[config.mk]
export PLATFORM = sky130hd
export DESIGN_NAME = ctlb_refill_ctrl
export DESIGN_NICKNAME = d
export VERILOG_FILES = /design/src/rtl/ctlb_refill_ctrl_pkg.sv /design/src/rtl/ctlb_page_match.sv /design/src/rtl/ctlb_refill_ctrl.sv
export SDC_FILE = /design/constraint.sdc
export NUM_CORES = 1
export LEC_CHECK = 0
export CORE_AREA = 2 2 182 184
export CTS_CLUSTER_SIZE = 30
export DETAILED_ROUTE_END_ITERATION = 16
export DIE_AREA = 0 0 184 186
export PLACE_DENSITY = 0.66
export SYNTH_ARGS = -nofsm -noshare
export SYNTH_HDL_FRONTEND = slang
export SYNTH_SLANG_ARGS = --single-unit
[constraint.sdc]
create_clock -name clk -period 16.4 [get_ports clk]
set_clock_uncertainty 0.1 [all_clocks]
set_input_delay 4.92 -clock clk [delete_from_list [all_inputs] [get_ports clk]]
set_output_delay 4.92 -clock clk [all_outputs]
set_load 0.1 [all_outputs]
[src/rtl/ctlb_refill_ctrl_pkg.sv]
// Shared types and constants for the code-TLB miss/refill sequencer.
package ctlb_refill_ctrl_pkg;

    localparam int unsigned CTLB_IP_WIDTH    = 65;
    localparam int unsigned CTLB_DATA_WIDTH  = 64;
    localparam int unsigned CTLB_PAGE_LO     = 14;
    localparam int unsigned CTLB_NAT_PAGE_LO = 4;

    typedef enum logic [2:0] {
        IDLE  = 3'd0,
        REQ   = 3'd1,
        WAIT  = 3'd2,
        WRITE = 3'd3,
        INV   = 3'd4,
        FAULT = 3'd5
    } state_e;

    // States in which the sequencer owns the ctlb port and freezes fetch lookups.
    function automatic logic is_stall_state(input state_e s);
        return (s == WRITE) || (s == INV);
    endfunction

endpackage

[src/rtl/ctlb_page_match.sv]
// Page-granular address compare; nat entries use a finer page boundary.
module ctlb_page_match
    import ctlb_refill_ctrl_pkg::*;
#(
    parameter int unsigned IP_WIDTH = CTLB_IP_WIDTH
) (
    input  logic [IP_WIDTH-1:0] a_addr,
    input  logic [IP_WIDTH-1:0] b_addr,
    input  logic                nat,
    output logic                match_c
);

    localparam logic [IP_WIDTH-1:0] STD_MASK =
        ~((IP_WIDTH'(1) << CTLB_PAGE_LO) - IP_WIDTH'(1));
    localparam logic [IP_WIDTH-1:0] NAT_MASK =
        ~((IP_WIDTH'(1) << CTLB_NAT_PAGE_LO) - IP_WIDTH'(1));

    // Addresses match when every bit above the page offset agrees.
    always_comb begin
        match_c = ((a_addr ^ b_addr) & (nat ? NAT_MASK : STD_MASK)) == '0;
    end

endmodule

[src/rtl/ctlb_refill_ctrl.sv]
// Code-TLB miss/refill sequencer: arbitrates misses and invalidates onto the
// ctlb port, drives page walks with timeout/retry, writes results or faults.
module ctlb_refill_ctrl
    import ctlb_refill_ctrl_pkg::*;
#(
    parameter int unsigned IP_WIDTH   = CTLB_IP_WIDTH,
    parameter int unsigned DATA_WIDTH = CTLB_DATA_WIDTH,
    parameter int unsigned TIMEOUT    = 255,
    parameter int unsigned MAX_RETRY  = 3
) (
    input  logic                  clk,
    input  logic                  rst,
    input  logic                  tlb_init,
    input  logic                  miss_req,
    input  logic [IP_WIDTH-1:0]   miss_addr,
    input  logic                  miss_nat,
    output logic                  miss_ack,
    input  logic                  inv_req,
    input  logic [IP_WIDTH-1:0]   inv_addr,
    input  logic                  inv_nat,
    output logic                  inv_ack,
    output logic                  walk_req,
    output logic [IP_WIDTH-1:0]   walk_addr,
    output logic                  walk_nat,
    input  logic                  walk_gnt,
    input  logic                  walk_rsp_en,
    input  logic [DATA_WIDTH-1:0] walk_rsp_data,
    input  logic                  walk_rsp_fault,
    output logic                  tlb_stall,
    output logic [IP_WIDTH-1:0]   tlb_addr,
    output logic                  tlb_nat,
    output logic [DATA_WIDTH-1:0] tlb_wdata,
    output logic                  tlb_wen,
    output logic                  tlb_inv,
    output logic                  fault_en,
    output logic [IP_WIDTH-1:0]   fault_addr,
    output logic                  busy
);

    localparam int unsigned TIMER_W = $clog2(TIMEOUT + 1);
    localparam int unsigned RETRY_W = $clog2(MAX_RETRY + 1);
    localparam logic [TIMER_W-1:0] TIMER_MAX = TIMER_W'(TIMEOUT);
    localparam logic [RETRY_W-1:0] RETRY_MAX = RETRY_W'(MAX_RETRY);

    state_e                state_q, state_d;
    logic [TIMER_W-1:0]    timer_q, timer_d;
    logic [RETRY_W-1:0]    retry_q, retry_d;
    logic [RETRY_W-1:0]    retry_inc;
    logic                  stale_q, stale_d;
    logic                  inv_seen_q, inv_seen_d;
    logic [IP_WIDTH-1:0]   addr_q, addr_d;
    logic                  nat_q, nat_d;

    logic                  miss_ack_q, miss_ack_d;
    logic                  inv_ack_q, inv_ack_d;
    logic                  walk_req_q, walk_req_d;
    logic                  tlb_stall_q, tlb_stall_d;
    logic [IP_WIDTH-1:0]   tlb_addr_q, tlb_addr_d;
    logic                  tlb_nat_q, tlb_nat_d;
    logic [DATA_WIDTH-1:0] tlb_wdata_q, tlb_wdata_d;
    logic                  tlb_wen_q, tlb_wen_d;
    logic                  tlb_inv_q, tlb_inv_d;
    logic                  fault_en_q, fault_en_d;
    logic [IP_WIDTH-1:0]   fault_addr_q, fault_addr_d;
    logic                  busy_q, busy_d;

    logic                  page_match_c;
    logic                  inv_hit;
    logic                  stale_now;
    logic                  rewalk;

    ctlb_page_match #(
        .IP_WIDTH (IP_WIDTH)
    ) u_page_match (
        .a_addr  (addr_q),
        .b_addr  (inv_addr),
        .nat     (inv_nat),
        .match_c (page_match_c)
    );

    // Next-state, bookkeeping and registered-output values.
    always_comb begin
        state_d    = state_q;
        timer_d    = timer_q;
        retry_d    = retry_q;
        stale_d    = stale_q;
        inv_seen_d = inv_seen_q;
        addr_d     = addr_q;
        nat_d      = nat_q;
        rewalk     = 1'b0;
        retry_inc  = retry_q + 1'b1;
        // An invalidate only poisons the walk once, on the first cycle it is seen.
        inv_hit    = inv_req && !inv_seen_q && page_match_c;
        stale_now  = stale_q || inv_hit;

        unique case (state_q)
            IDLE: begin
                if (!tlb_init) begin
                    if (inv_req) begin
                        state_d = INV;
                    end else if (miss_req) begin
                        state_d    = REQ;
                        addr_d     = miss_addr;
                        nat_d      = miss_nat;
                        retry_d    = '0;
                        stale_d    = 1'b0;
                        inv_seen_d = 1'b0;
                    end
                end
            end
            REQ: begin
                if (inv_req) inv_seen_d = 1'b1;
                if (inv_hit) stale_d = 1'b1;
                if (walk_gnt) begin
                    state_d = WAIT;
                    timer_d = '0;
                end
            end
            WAIT: begin
                if (inv_req) inv_seen_d = 1'b1;
                if (inv_hit) stale_d = 1'b1;
                if (timer_q != TIMER_MAX) timer_d = timer_q + 1'b1;
                if (walk_rsp_en) begin
                    if (stale_now) begin
                        stale_d = 1'b0;
                        rewalk  = 1'b1;
                    end else if (walk_rsp_fault) begin
                        state_d = FAULT;
                    end else begin
                        state_d = WRITE;
                    end
                end else if (timer_q == TIMER_MAX) begin
                    // The abandoned walk's response can no longer be accepted.
                    stale_d = 1'b0;
                    rewalk  = 1'b1;
                end
            end
            INV: begin
                inv_seen_d = 1'b0;
                state_d    = IDLE;
            end
            WRITE, FAULT: state_d = IDLE;
            default:      state_d = IDLE;
        endcase

        if (rewalk) begin
            retry_d = retry_inc;
            state_d = (retry_inc == RETRY_MAX) ? FAULT : REQ;
        end

        walk_req_d   = (state_d == REQ);
        busy_d       = (state_d != IDLE);
        tlb_stall_d  = is_stall_state(state_d);
        tlb_wen_d    = (state_d == WRITE);
        tlb_inv_d    = (state_d == INV);
        inv_ack_d    = (state_d == INV);
        miss_ack_d   = (state_d == WRITE) || (state_d == FAULT);
        fault_en_d   = (state_d == FAULT);
        fault_addr_d = (state_d == FAULT) ? addr_d : '0;
        tlb_wdata_d  = (state_d == WRITE) ? walk_rsp_data : '0;
        tlb_addr_d   = '0;
        tlb_nat_d    = 1'b0;
        if (state_d == WRITE) begin
            tlb_addr_d = addr_d;
            tlb_nat_d  = nat_d;
        end else if (state_d == INV) begin
            tlb_addr_d = inv_addr;
            tlb_nat_d  = inv_nat;
        end
    end

    // State, bookkeeping and output registers.
    always_ff @(posedge clk or posedge rst) begin
        if (rst) begin
            state_q      <= IDLE;
            timer_q      <= '0;
            retry_q      <= '0;
            stale_q      <= 1'b0;
            inv_seen_q   <= 1'b0;
            addr_q       <= '0;
            nat_q        <= 1'b0;
            miss_ack_q   <= 1'b0;
            inv_ack_q    <= 1'b0;
            walk_req_q   <= 1'b0;
            tlb_stall_q  <= 1'b0;
            tlb_addr_q   <= '0;
            tlb_nat_q    <= 1'b0;
            tlb_wdata_q  <= '0;
            tlb_wen_q    <= 1'b0;
            tlb_inv_q    <= 1'b0;
            fault_en_q   <= 1'b0;
            fault_addr_q <= '0;
            busy_q       <= 1'b0;
        end else begin
            state_q      <= state_d;
            timer_q      <= timer_d;
            retry_q      <= retry_d;
            stale_q      <= stale_d;
            inv_seen_q   <= inv_seen_d;
            addr_q       <= addr_d;
            nat_q        <= nat_d;
            miss_ack_q   <= miss_ack_d;
            inv_ack_q    <= inv_ack_d;
            walk_req_q   <= walk_req_d;
            tlb_stall_q  <= tlb_stall_d;
            tlb_addr_q   <= tlb_addr_d;
            tlb_nat_q    <= tlb_nat_d;
            tlb_wdata_q  <= tlb_wdata_d;
            tlb_wen_q    <= tlb_wen_d;
            tlb_inv_q    <= tlb_inv_d;
            fault_en_q   <= fault_en_d;
            fault_addr_q <= fault_addr_d;
            busy_q       <= busy_d;
        end
    end

    assign miss_ack   = miss_ack_q;
    assign inv_ack    = inv_ack_q;
    assign walk_req   = walk_req_q;
    assign walk_addr  = addr_q;
    assign walk_nat   = nat_q;
    assign tlb_stall  = tlb_stall_q;
    assign tlb_addr   = tlb_addr_q;
    assign tlb_nat    = tlb_nat_q;
    assign tlb_wdata  = tlb_wdata_q;
    assign tlb_wen    = tlb_wen_q;
    assign tlb_inv    = tlb_inv_q;
    assign fault_en   = fault_en_q;
    assign fault_addr = fault_addr_q;
    assign busy       = busy_q;

endmodule

# --- After elaboration in Yosys (flattened, before gate mapping) ---
# Index checks and enable logic that the tools add are counted.
totals:
  reg_bits: 283
  latchBits: 0
  ram_bits: 0
  romBits: 0
  out_inout_bits: 269
  n_memories: 0
op_classes:
  add_sub_neg: 2
  n_mul: 0
  div_mod_pow: 0
  n_lt_le_gt_ge: 0
  n_eq_ne: 18
  shifts: 0
  n_mux: 47
  n_bitwise: 2
  n_reduce_logical: 19
ops:
  columns: ["operator", "n"]
  rows:
  - ["2-to-1 mux 65 bit", 7]
  - ["AND 65 bit", 1]
  - ["zero test 65 bit", 1]
  - ["XOR 65 bit", 1]
  - ["2-to-1 mux 64 bit", 1]
  - ["2-to-1 mux 3 bit", 9]
  - ["2-to-1 mux 1 bit", 18]
  - ["2-to-1 mux 8 bit", 2]
  - ["one-hot mux 8 bit (2 select lines)", 1]
  - ["2-to-1 mux 14 bit", 1]
  - ["2-to-1 mux 2 bit", 5]
  - ["inequality test 2 bit, second input constant", 5]
  - ["== test 3 bit, second input constant", 3]
  - ["one-hot mux 3 bit (3 select lines)", 1]
  - ["nonzero test 3 bit", 3]
  - ["adder 8 x 1 -> 8 bit, second input constant", 1]
  - ["== test 8 bit, second input constant", 1]
  - ["inequality test 8 bit, second input constant", 1]
  - ["AND reduction 4 bit", 2]
  - ["== test 3 x 1 -> 1 bit, second input constant", 2]
  - ["== test 3 x 2 -> 1 bit, second input constant", 2]
  - ["inequality test 2 x 1 -> 1 bit, second input constant", 3]
  - ["one-hot mux 1 bit (3 select lines)", 2]
  - ["nonzero test 2 bit", 3]
  - ["9 further kinds", 12]

# --- Logic depth before layout (Yosys ltp) ---
logic_depth:
  depth_word: 12
  depth_mapped: 11
  depth_no_buf: 9

# --- Hierarchy ---
# A second synthesis with hierarchy kept.
hier_totals:
  cells_unflattened: 882
  hier_area_um2: 10635.2
modules_own_cells:
  columns: ["module", "instances", "cells_each", "area_per_inst_um2", "seq_area_each_um2"]
  rows:
  - ["ctlb_refill_ctrl", 1, 800, 9964.6, 7081.8]
  - ["ctlb_page_match", 1, 82, 670.6, 0.0]

# --- Least setup slack after synthesis ---
# OpenSTA, ideal clock, no wires.
synth_path:
  kind: "input-to-reg"
  from: "input inv_addr[28]"
  to: "register fault_addr_q[36] (netlist: fault_addr[36])"
  setup_time_ns: 0.072
  arrival_ns: 6.608
  required_ns: 16.228
  path_slack_ns: 9.620
  path_stages: 9
  n_path_buf: 2
  cell_sequence: "xnor2_1 -> nand4_1 -> or4_1 -> nor4_2 -> and4_4 -> o211ai_4 -> buf_6 -> buf_6 -> nor2_4"
synth_via:
  elab_chain_len: 11
  word_cells_on_any_way: 14
  cone_classes: "eq/ne (1); mux (8); bitwise (2); reduce/logical (3)"
synth_rtl:
  columns: ["item", "line", "source"]
  rows:
  - ["from (decl)", "ctlb_refill_ctrl.sv:19", "input logic [IP_WIDTH-1:0] inv_addr,"]
  - ["XOR 65 bit (*)", "ctlb_page_match.sv:20", "match_c = ((a_addr ^ b_addr) & (nat ? NAT_MASK : STD_MASK)) == '0;"]
  - ["AND 65 bit (*)", "ctlb_page_match.sv:20", null]
  - ["zero test 65 bit (*)", "ctlb_page_match.sv:20", null]
  - ["logical AND 1 bit (*)", "ctlb_refill_ctrl.sv:93", "inv_hit = inv_req && !inv_seen_q && page_match_c;"]
  - ["logical OR 1 bit (*)", "ctlb_refill_ctrl.sv:94", "stale_now = stale_q || inv_hit;"]
  - ["2-to-1 mux 3 bit / 2-to-1 mux 1 bit (equally long branches)", "ctlb_refill_ctrl.sv:124", "if (stale_now) begin"]
  - ["2-to-1 mux 3 bit / 2-to-1 mux 1 bit (equally long branches)", "ctlb_refill_ctrl.sv:123", "if (walk_rsp_en) begin"]
  - ["one-hot mux 3 bit (3 select lines) / 2-to-1 mux 1 bit (equally long branches)", "ctlb_refill_ctrl.sv:96", "unique case (state_q)"]
  - ["2-to-1 mux 3 bit (*)", "ctlb_refill_ctrl.sv:146", "if (rewalk) begin"]
  - ["== test 3 bit (*)", "ctlb_refill_ctrl.sv:159", "fault_addr_d = (state_d == FAULT) ? addr_d : '0;"]
  - ["2-to-1 mux 65 bit (*)", "ctlb_refill_ctrl.sv:159", null]
  - ["via fault_addr_d[36]", "ctlb_refill_ctrl.sv:64", "logic [IP_WIDTH-1:0] fault_addr_q, fault_addr_d;"]
  - ["to (signal assigned)", "ctlb_refill_ctrl.sv:212", "fault_addr_q <= fault_addr_d;"]
  - ["to (decl)", "ctlb_refill_ctrl.sv:64", null]
# The timed path passes the listed nets; every way through them passes the cells marked *.
# A chain may end at the register's enable or synchronous reset.

# --- Worst setup path after layout ---
layout_path:
  from: "input inv_addr[23]"
  to: "register fault_addr_q[18] (netlist: fault_addr[18])"
# Same word-level chain as after synthesis.

==> metrics list <==
- Initial core utilization: 0.338
* R2R Path Start: walk_addr[23]$_DFF_PP0_
* Ports: 473
- The flow ran to the end, and the final reports show no timing, DRC or antenna violations.
- The internal power of the cells totals 0.00180 W.
* Maximum number of buffers from clock root to sink: 3
* Worst slew slack as a fraction of its limit: 0.270
- STA puts the critical path data required time at 16700 ps.
- Number of placement rows: 66
- Leaving out fill and tap cells, the most frequent cell in the layout is sky130_fd_sc_hd__clkdlybuf4s50_1.
* Cts repair resizes: 0
- The number of nets handed over by synthesis was between 1000 and 1500.
- Detailed router's first-iteration violation count: between 400 and 500
- Category of the most critical setup path: in -> reg
- Leakage power summed over all cells: 8.03 nW
- For this run, asynchronously set or reset flops after synthesis account for 1.00.
- After layout, the design draws a total of 0.00387 W.
- VDD sags by at most 0.164 mV.
- After detailed routing, the number of vias per cell comes to 4.64.
- RSZ-0062 raised after global routing: false
- Setup total negative slack on the finished layout was measured at 0 ps.
* Post-synthesis simple-gate area fraction: 0.146
- Post-DP HPWL: between 20 and 30 mm
- Worst hold path cell count: 1
* Depth of the worst register-to-register path: 8
- The tree is rooted in a sky130_fd_sc_hd__clkbuf_16.
* Switching power summed over all nets: slightly above 0.002 W
- The endpoint identified for the worst register-to-register timing path is fault_addr[18]$_DFF_PP0_.
* Area delta synth->final: 57.1%
* Post-Syn Area: ~11000 um^2
* Post-synthesis cell count: 913
- Of the available clock period, the critical path in the final layout requires 0.486.
- In this run the power density over the cells is 226 nW/um^2.
- Syn avg cell area: approximately 12 um^2
- The share of total power dissipated in the clock network is 0.191.
- First-pass GRT wire length: 52.6 mm
* Number of inserted filler cells in the final layout: 2830
- Die Y: 186 um
* Die area: approximately 34000 um^2
- The startpoint identified for the worst hold timing path is retry_q[0]$_DFFE_PP0P_.
- # Max-Cap Violations: 0
- Max FO, Critical Path: 55
* Multi-input gate area in the final layout: ~3400 um^2
- Count of final hold-check violations: 0
* Gate power share: 0.551
- Per-cell routed wire length: 19.9 um
- Final estimated routing congestion in global placement: around 0.85
* Combinational family with the most area after synthesis: simple AND/OR/NAND/NOR gates
- Post-CTS Setup Repair Bufs: 0
* DRT antenna net count: 0
- The worst hold path belongs to the class reg -> reg.
- Iteration count of the initial detailed-routing pass: 5
- Sinks on Clock Net: 283
* Number of antenna violations at the first check in global routing: 2
* Critical Path End Type: flop
- Of the synthesized area, sequential elements account for 0.650.
- Number of failing setup endpoints in the final timing report: 0
- Detailed-route via count: 8460
* Clock tree from TritonCTS: built
- Proportion of total power due to net switching: 0.536
- Ys Warns: 0
* Count of flip-flops with a built-in enable after synthesis: 0
- Clock Pin Slew Worst Setup and Hold Paths: about 60 ps
- In this run the register-to-register setup slack is 12790 ps.
- CTS built an H-tree with a depth of 1.
* Sequential cell area in the final layout: 7080 um^2
- Main synth FF type: sky130_fd_sc_hd__dfrtp_1
- Core area: 32200 um^2
- Measured against the total synthesized area, the mux share comes to 0.0626.
- Fin worst setup slack: 8420 ps
- Wires add up to between 30 and 40 mm.
- Adder-cell share of the synthesized area: 0.00230
* GRT Overall Usage: 0.204
- After detailed placement, the total cell area comes to 16000 um^2.
* Buffers added on ports: 472
* Share of the synthesized area in compound gates (AO/OA/AOI/OAI): 0.0494
- Entering global routing, the biggest net connects 130 pins.
- Proportion of layout cells with a drive suffix above 1: 0.0687
- For this run, the post-layout net count is around 1600.
* Measured slew at the worst slew-check pin: between 1000 and 1500 ps
* Post-route DRC violation count: 0
- Number of library cell types mapped by synthesis: between 40 and 50
- Startpoint Class: input pin
- Data on the critical path arrives at its endpoint at roughly 8300 ps.
- Total of flip-flops plus latches after synthesis: ~280
- The later pin in the worst-skew pair is clocked with a latency of approximately 570 ps.
- The floorplan step set the die width to 184 um.
- For hold timing, the worst endpoint is retry_q[0]$_DFFE_PP0P_.
* Commonest non-fill, non-tap cells in the layout: 472 x sky130_fd_sc_hd__clkdlybuf4s50_1, 283 x sky130_fd_sc_hd__dfrtp_1, 76 x sky130_fd_sc_hd__nand2_1
- The share of total power dissipated in sequential elements is 0.258.
* Final std cell area, no fill: 17100 um^2
- Number of buffers created by CTS: 31
- Derived from the worst setup path, the maximum achievable clock frequency is 125 MHz.
- The number of slew-limit violations in the final report was 0.
* Share of the synthesized netlist area taken by xor and xnor gates: 0.0466
- Total global routing overflow: 0
- After layout, the minimum clock period comes to 7980 ps.
* Via count of the first global-routing pass: 8526
* Worst-case setup slack after placement: 7780 ps
- Buffers inserted to repair hold after CTS numbered 0.
critical path: stages:
cell and delay (ps):
sky130_fd_sc_hd__clkdlybuf4s50_1 440, sky130_fd_sc_hd__xnor2_1 500, sky130_fd_sc_hd__nand4_1 240, sky130_fd_sc_hd__nor4_1 320, sky130_fd_sc_hd__and4_1 340, sky130_fd_sc_hd__nand3_1 180
sky130_fd_sc_hd__o211ai_4 300, sky130_fd_sc_hd__buf_4 810, sky130_fd_sc_hd__nor2_1 100
routing by layer:
metal  track usage  part of all wire
met5             0                 0
met4        0.0595             0.027
met3        0.0530             0.082
met2         0.335              0.48
met1         0.265              0.41
state kept, by name (all words and copies together), names as in the netlist:
register    count
walk_addr      65
tlb_nat         1
tlb_addr       65
tlb_inv         1
tlb_wdata      64
walk_nat        1
fault_addr     65
state_q         3
inv_seen_q      1
fault_en        1
stale_q         1
retry_q         2
tlb_wen         1
timer_q         8
tlb_stall       1
walk_req        1
busy            1
miss_ack        1
cells by family (layout without fill, tap and decap cells):
kind of cell | after synthesis | count (layout)
fa+ha+maj | 2 | 2
compound gates | 94 | 94
flops | 283 | 283
mux | 68 | 68
other cells | 0 | 2
xor+xnor | 58 | 58
buf+inv | 113 | 612
simple gates | 295 | 295
synthesized netlist by cell type (10+ instances only):
cell / instances / area, um^2
sky130_fd_sc_hd__and2_1: 64 / 400
sky130_fd_sc_hd__clkbuf_1: 21 / 78.8
sky130_fd_sc_hd__dfrtp_1: 283 / 7080
sky130_fd_sc_hd__inv_1: 75 / 282
sky130_fd_sc_hd__mux2i_1: 67 / 671
sky130_fd_sc_hd__nand2_1: 76 / 285
sky130_fd_sc_hd__nand2b_1: 14 / 87.6
sky130_fd_sc_hd__nand3_1: 11 / 55.1
sky130_fd_sc_hd__nand4_1: 26 / 163
sky130_fd_sc_hd__nor2_1: 49 / 184
sky130_fd_sc_hd__nor2_2: 18 / 113
sky130_fd_sc_hd__nor2_4: 10 / 113
sky130_fd_sc_hd__o21ai_0: 68 / 340
sky130_fd_sc_hd__xnor2_1: 52 / 455
power by group through the flow:
| stage | sequential (W) | clock (W) | combinational, W |
|---|---|---|---|
| 6_report | 0.000998 | 0.000741 | 0.00213 |
| 5_1_grt | 0.00102 | 0.000790 | 0.00220 |
| 4_1_cts | 0.000999 | 0.000758 | 0.00214 |
| 3_5_place_dp | 0.00101 | 0 | 0.00213 |
| 3_3_place_gp | 0.00100 | 0 | 0.00213 |
| 2_1_floorplan | 0.00219 | 0 | 0.000361 |
worst max path at each step:
stage | from | endpoint | cells past startpoint
6_report | inv_addr[23] | fault_addr[18]$_DFF_PP0_ | 9
3_3_place_gp | inv_addr[23] | tlb_addr[64]$_DFF_PP0_ | 9
3_5_place_dp | inv_addr[23] | tlb_addr[64]$_DFF_PP0_ | 9
2_1_floorplan | rst | busy$_DFF_PP0_ | 1
4_1_cts | inv_addr[23] | tlb_addr[20]$_DFF_PP0_ | 9
5_1_grt | inv_addr[23] | tlb_stall$_DFF_PP0_ | 10
layout make-up:
| type | instances | share of cell area |
|---|---|---|
| diodes | 2 | 0.000292 |
| clock buffers | 45 | 0.0519 |
| clock inverters | 13 | 0.0117 |
| inverters | 75 | 0.0169 |
| multi-input cells | 517 | 0.196 |
| flip-flops and latches | 283 | 0.414 |
| well taps | 408 | 0.0298 |
| repair buffers | 479 | 0.279 |
per-stage QoR:
step / hold slack (ps) / cells / util
2_1_floorplan: 345 / 913 / -
3_3_place_gp: 360 / 1762 / 0.497
3_5_place_dp: 379 / 1762 / 0.497
4_1_cts: 388 / 1820 / 0.531
5_1_grt: 408 / 1822 / 0.531
6_report: 389 / 1822 / 0.531
(Power assumes the default switching activity.)
